File: config.mk
export PLATFORM = sky130hd
export DESIGN_NAME = driver_uart_tx
export DESIGN_NICKNAME = d
export VERILOG_FILES = /design/src/rtl/driver_uart_tx.sv
export SDC_FILE = /design/constraint.sdc
export NUM_CORES = 1
export LEC_CHECK = 0
export CAP_MARGIN = 0
export CORE_ASPECT_RATIO = 0.9
export CORE_UTILIZATION = 57
export DETAILED_ROUTE_END_ITERATION = 12
export PLACE_DENSITY = 0.8
export SLEW_MARGIN = 20
export SYNTH_ARGS = -nofsm -noshare
export SYNTH_HDL_FRONTEND = slang
export SYNTH_SLANG_ARGS = --single-unit
File: constraint.sdc
create_clock -name clk -period 4.42 [get_ports clk]
set_input_delay 0.442 -clock clk [delete_from_list [all_inputs] [get_ports clk]]
set_output_delay 0.442 -clock clk [all_outputs]
set_load 0.01 [all_outputs]
File: src/rtl/driver_uart_tx.sv
`default_nettype none
// ============================================================================
// Module   : driver_uart_tx
// Purpose  : Memory-mapped 8N1 UART transmitter with a TX FIFO on the DLX bus.
// Revision : 1.0 - initial release
// ============================================================================
module driver_uart_tx #(
    parameter int FIFO_DEPTH      = 16,
    parameter int DEFAULT_DIVISOR = 433
) (
    input  logic        clk,
    input  logic        reset,
    input  logic        chip_select,
    input  logic        write_enable,
    input  logic [31:0] address,
    input  logic [31:0] data_write,
    output logic [31:0] data_read,
    output logic        rdata_valid,
    output logic        tx,
    output logic        busy
);

    localparam int         c_PTR_W       = $clog2(FIFO_DEPTH);
    localparam logic [1:0] c_REG_TXDATA  = 2'd0;
    localparam logic [1:0] c_REG_STATUS  = 2'd1;
    localparam logic [1:0] c_REG_DIVISOR = 2'd2;

    typedef enum logic [1:0] {
        ST_IDLE  = 2'd0,
        ST_START = 2'd1,
        ST_DATA  = 2'd2,
        ST_STOP  = 2'd3
    } state_t;

    logic [7:0]         r_mem [FIFO_DEPTH];
    logic [c_PTR_W-1:0] r_wr_ptr;
    logic [c_PTR_W-1:0] r_rd_ptr;
    logic [c_PTR_W:0]   r_level;
    logic               r_overflow;
    logic [15:0]        r_divisor;

    state_t             r_state;
    state_t             w_state_nxt;
    logic [15:0]        r_div_cnt;
    logic [15:0]        w_div_cnt_nxt;
    logic [15:0]        r_frame_div;
    logic [15:0]        w_frame_div_nxt;
    logic [2:0]         r_bit_idx;
    logic [2:0]         w_bit_idx_nxt;
    logic [7:0]         r_shift;
    logic [7:0]         w_shift_nxt;
    logic               r_tx;
    logic               w_tx_nxt;

    logic [31:0]        r_data_read;
    logic               r_rdata_valid;
    logic [31:0]        w_rdata;

    logic               w_sel_wr;
    logic               w_sel_rd;
    logic               w_full;
    logic               w_empty;
    logic               w_push_req;
    logic               w_push;
    logic               w_pop;
    logic               w_bit_done;
    logic               w_unused;

    assign w_sel_wr   = chip_select && write_enable;
    assign w_sel_rd   = chip_select && !write_enable;
    assign w_full     = (r_level == (c_PTR_W + 1)'(FIFO_DEPTH));
    assign w_empty    = (r_level == '0);
    assign w_push_req = w_sel_wr && (address[3:2] == c_REG_TXDATA);
    assign w_push     = w_push_req && !w_full;
    assign w_bit_done = (r_div_cnt == r_frame_div);
    assign w_unused   = &{1'b0, address[31:4], address[1:0], data_write[31:16]};

    // FIFO storage needs no reset: only entries below the level are ever read.
    always_ff @(posedge clk) begin
        if (w_push) begin
            r_mem[r_wr_ptr] <= data_write[7:0];
        end
    end

    always_ff @(posedge clk or posedge reset) begin
        if (reset) begin
            r_wr_ptr   <= '0;
            r_rd_ptr   <= '0;
            r_level    <= '0;
            r_overflow <= 1'b0;
            r_divisor  <= 16'(DEFAULT_DIVISOR);
        end else begin
            if (w_push) begin
                r_wr_ptr <= r_wr_ptr + 1'b1;
            end
            if (w_pop) begin
                r_rd_ptr <= r_rd_ptr + 1'b1;
            end
            case ({w_push, w_pop})
                2'b10:   r_level <= r_level + 1'b1;
                2'b01:   r_level <= r_level - 1'b1;
                default: r_level <= r_level;
            endcase
            // Full is judged before this cycle's pop, so a dropped push still flags overflow.
            if (w_push_req && w_full) begin
                r_overflow <= 1'b1;
            end else if (w_sel_wr && (address[3:2] == c_REG_STATUS) && data_write[3]) begin
                r_overflow <= 1'b0;
            end
            if (w_sel_wr && (address[3:2] == c_REG_DIVISOR)) begin
                r_divisor <= data_write[15:0];
            end
        end
    end

    always_ff @(posedge clk or posedge reset) begin
        if (reset) begin
            r_state     <= ST_IDLE;
            r_div_cnt   <= '0;
            r_frame_div <= '0;
            r_bit_idx   <= '0;
            r_shift     <= '0;
            r_tx        <= 1'b1;
        end else begin
            r_state     <= w_state_nxt;
            r_div_cnt   <= w_div_cnt_nxt;
            r_frame_div <= w_frame_div_nxt;
            r_bit_idx   <= w_bit_idx_nxt;
            r_shift     <= w_shift_nxt;
            r_tx        <= w_tx_nxt;
        end
    end

    always_comb begin
        w_state_nxt     = r_state;
        w_div_cnt_nxt   = r_div_cnt;
        w_frame_div_nxt = r_frame_div;
        w_bit_idx_nxt   = r_bit_idx;
        w_shift_nxt     = r_shift;
        w_pop           = 1'b0;
        w_tx_nxt        = 1'b1;
        case (r_state)
            ST_IDLE: begin
                if (!w_empty) begin
                    w_pop           = 1'b1;
                    w_shift_nxt     = r_mem[r_rd_ptr];
                    w_frame_div_nxt = r_divisor;
                    w_div_cnt_nxt   = '0;
                    w_state_nxt     = ST_START;
                end
            end
            ST_START: begin
                if (w_bit_done) begin
                    w_div_cnt_nxt = '0;
                    w_bit_idx_nxt = '0;
                    w_state_nxt   = ST_DATA;
                end else begin
                    w_div_cnt_nxt = r_div_cnt + 1'b1;
                end
            end
            ST_DATA: begin
                if (w_bit_done) begin
                    w_div_cnt_nxt = '0;
                    w_shift_nxt   = {1'b0, r_shift[7:1]};
                    if (r_bit_idx == 3'd7) begin
                        w_state_nxt = ST_STOP;
                    end else begin
                        w_bit_idx_nxt = r_bit_idx + 1'b1;
                    end
                end else begin
                    w_div_cnt_nxt = r_div_cnt + 1'b1;
                end
            end
            ST_STOP: begin
                if (w_bit_done) begin
                    w_div_cnt_nxt = '0;
                    // Chain straight into the next start bit when more data waits.
                    if (!w_empty) begin
                        w_pop           = 1'b1;
                        w_shift_nxt     = r_mem[r_rd_ptr];
                        w_frame_div_nxt = r_divisor;
                        w_state_nxt     = ST_START;
                    end else begin
                        w_state_nxt = ST_IDLE;
                    end
                end else begin
                    w_div_cnt_nxt = r_div_cnt + 1'b1;
                end
            end
            default: w_state_nxt = ST_IDLE;
        endcase
        case (w_state_nxt)
            ST_START: w_tx_nxt = 1'b0;
            ST_DATA:  w_tx_nxt = w_shift_nxt[0];
            default:  w_tx_nxt = 1'b1;
        endcase
    end

    always_comb begin
        w_rdata = '0;
        case (address[3:2])
            c_REG_STATUS: begin
                w_rdata[0]    = busy;
                w_rdata[1]    = w_full;
                w_rdata[2]    = w_empty;
                w_rdata[3]    = r_overflow;
                w_rdata[15:8] = 8'(r_level);
            end
            c_REG_DIVISOR: w_rdata[15:0] = r_divisor;
            default:       w_rdata = '0;
        endcase
    end

    always_ff @(posedge clk or posedge reset) begin
        if (reset) begin
            r_data_read   <= '0;
            r_rdata_valid <= 1'b0;
        end else begin
            r_rdata_valid <= w_sel_rd;
            if (w_sel_rd) begin
                r_data_read <= w_rdata;
            end
        end
    end

    assign busy        = (r_state != ST_IDLE) || !w_empty;
    assign tx          = r_tx;
    assign data_read   = r_data_read;
    assign rdata_valid = r_rdata_valid;

endmodule
`default_nettype wire

==> flow_metrics.py <==
metrics = {
    "critical_path": {
        "r2r_start": "r_div_cnt[10]",
        "endpoint_kind": "flop",
        "cp_max_fo": 10,
        "crit_required_ns": 4.87,
        "rr_worst_depth": 11,
        "worstSetupStartpointType": "flop",
        "critPathKind": "reg -> reg",
        "worstReg2RegEnd": "r_level[4]",
        "r2r_slack_ns": 0.75,
        "cp.arrival_ns": 4.12,
    },
    "yosys": {
        "synth_fa_ha_area_frac": 0.0256,
        "ys.flop_type": "edfxtp_1",
        "synth_area_um2": 9770,
        "ys_types": 56,
        "ys_warn_count": 0,
        "synth_edf_count": 128,
        "syn_avg_cell_area_um2": 14.6,
        "ys_async_sr_fraction": 0.421,
        "synth.area.mux_share": 0.131,
        "ys_seq_elements": 221,
        "yosys.area_share.simple": 0.0877,
        "seq_area_frac_synth": 0.633,
        "synth_cells": 671,
        "synth_top_family_by_area": "multiplexers",
        "synth_compound_area_frac": 0.0538,
        "synthXorXnorAreaFrac": 0.0357,
    },
    "clock_network": {
        "path_clk_slew_ns": 0.06,
        "post_cts_buffers": 0,
        "cts_root_buf": "clkbuf_16",
        "cts_tree": "yes",
        "postCtsHoldBufs": 0,
        "htree_levels": 1,
        "insertion_delay_ns": 0.53,
        "clock_path_buffers": 3,
        "cts-resized-gates": 0,
        "cts_made_buffers": 24,
        "cts_num_sinks": 221,
    },
    "floorplanning": {
        "fp-row-count": 45,
        "die_height_um": 126,
        "start_util": 0.580,
        "pin_count": 103,
        "core_area_um2": 16800,
        "die-area_um2": 17700,
        "die_w_um": 140,
    },
    "grt": {
        "grt_first_pass_wirelength_um": 33200,
        "grtUsageTotal": 0.246,
        "grt_max_degree": 39,
        "antenna_found_initial": 0,
        "grt_overflow": 0,
        "grt_pass1_vias": 5896,
    },
    "timing": {
        "timing.fmax_ghz": 0.272,
        "setup_viol": 0,
        "finalCriticalPeriod_ns": 3.67,
        "finalHoldViolations": 0,
        "finClkSkew_ns": 0.0190,
        "rsz0062_at_grt": "false",
        "slew_viol_final": 0,
        "fin_crit_sh": 0.831,
        "worst_pin_slew_ns": 1.06,
        "maxSlewHeadroom": 0.296,
        "fin_tns_setup_ns": 0,
        "setup_slack_ns": 0.748,
    },
    "power_and_ir_drop": {
        "total_switching_power_uw": 2100,
        "p_sw_frac": 0.315,
        "seq_power_share": 0.429,
        "p_per_area_nw_per_um2": 598,
        "power.share.clock": 0.303,
        "vdd_ir_drop_max_mv": 0.385,
        "internal_power_uw": 4560,
        "pwr-share-comb": 0.268,
        "p_leak_uw": 0.00418,
    },
    "drt": {
        "drt-vias-per-instance": 6.12,
        "route.detailed.drc": 0,
        "firstDrtPassIters": 5,
        "avgRoutedWirePerCell_um": 21.9,
        "vias": 5780,
        "final_antenna_net_count": 0,
        "drt_iter0_drc": 459,
        "routed_wl_um": 20700,
    },
    "hold_path": {
        "min_path_type": "in -> async",
    },
    "placement": {
        "placed_area_um2": 10300,
        "hpwl_um": 13600,
        "portBuffers": 40,
        "gp_congestion": 0.828,
        "numPlacedInstances": 900,
        "post-place-ws_ns": 0.862,
    },
    "final_layout": {
        "final_cell_area_um2": 11100,
        "layout_commonest_cell": "edfxtp_1",
        "areaGrowthSynthToFinish_pct": 13.9,
        "drive_gt1_frac": 0.186,
        "antenna_cells": 0,
        "fillCellCount": 1090,
        "final_cell_mix": "128 x edfxtp_1, 86 x dfrtp_1, 52 x nand2_1, 40 x clkdlybuf4s50_1, 36 x mux2_2",
        "nNetsFinal": 803,
        "final_util": 0.661,
        "stdcell_count": 944,
    },
    "flow_run": {
        "cap_violations": 0,
    },
    "run_status": {
        "run_status": "finished clean",
    },
}
==> logic make-up (layout without fill, tap and decap cells) <==
group           count (synthesis)  count (layout)
other cells                     1              16
compound gates                 76              76
fa+ha+maj                      20              20
mux                            81              81
xor+xnor                       39              39
simple gates                  169             169
flops                         221             221
buf+inv                        64             111
==> cell usage after synthesis (all sizes together) (3+ instances only) <==
cell | number | area [um^2]
a21oi | 12 | 60.1
buf | 29 | 191
nor3 | 13 | 81.3
xnor2 | 31 | 279
mux2 | 36 | 405
clkbuf | 16 | 60.1
a22oi | 8 | 60.1
dfrtp | 87 | 2180
o21ai | 20 | 100
mux2i | 11 | 110
mux4 | 34 | 766
nand4 | 11 | 81.3
o22ai | 3 | 18.8
a221o | 6 | 60.1
nor4 | 4 | 40.0
nand2 | 52 | 195
ha | 20 | 250
nor2 | 36 | 138
edfxtp | 128 | 3840
o211ai | 5 | 37.5
and2 | 16 | 100
and3 | 3 | 18.8
nand3 | 25 | 125
a211oi | 3 | 22.5
a21o | 3 | 22.5
dfstp | 6 | 158
a22o | 4 | 35.0
inv | 17 | 63.8
xor2 | 8 | 70.1
==> power groups by stage <==
stage / clock network (uW) / logic (uW) / registers [uW]
after global placement: 0 / 1680 / 2850
after floorplan: 0 / 1490 / 2650
after detailed placement: 0 / 1750 / 2880
after global routing: 2120 / 1950 / 2880
final: 2020 / 1780 / 2850
after CTS: 2040 / 1790 / 2850
==> through the flow <==
step                total power [uW]  hold slack, ns
finish                          6650           0.279
global placement                4530           0.453
floorplan                       4140           0.449
detailed placement              4640           0.461
global route                    6950           0.330
CTS                             6670           0.291
==> sequential cells by signal, indices dropped and copies added, names as in the netlist <==
register,flops
r_state,2
r_divisor,16
r_mem,128
r_shift,8
r_frame_div,16
r_bit_idx,3
rdata_valid,1
r_div_cnt,16
data_read,16
tx,1
r_level,5
r_rd_ptr,4
r_overflow,1
r_wr_ptr,4
==> layout make-up <==
cell class              instances  area [um^2]  share of cell area
flip-flops and latches        221         6180               0.555
multi-input cells             401         3320               0.299
clock buffers                  36          717              0.0644
repair buffers                 48          473              0.0425
well taps                     211          264              0.0237
clock inverters                 8          100             0.00899
inverters                      19         72.6             0.00652
==> routing by layer <==
metal	routed length, um	GRT usage	share of wire
met3	1460	0.0418	0.070
met2	10100	0.394	0.49
met1	8670	0.350	0.42
met4	476	0.0743	0.023
met5	0	0	0
==> worst max path at each step <==
stage	startpoint	to	slack, ns
global placement	r_frame_div[15]	r_level[4]	0.94
detailed placement	r_div_cnt[11]	r_level[4]	0.86
global route	r_div_cnt[8]	r_level[4]	0.44
finish	r_div_cnt[10]	r_level[4]	0.75
CTS	r_div_cnt[11]	r_level[4]	0.82
floorplan	r_div_cnt[1]	r_level[4]	1.26
==> worst max-delay path, stage by stage (launching register included) <==
cell and delay (ns):
dfrtp_1 0.44, xnor2_1 0.24, nand4_2 0.19, nor4_4 0.59, a21oi_1 0.24, nor3_2 0.39
ha_1 0.44, or4b_2 0.61, o22ai_1 0.18, nor2_1 0.06, nor2_1 0.11, xnor2_1 0.12
No activity file was read; power rests on OpenSTA's default activity.
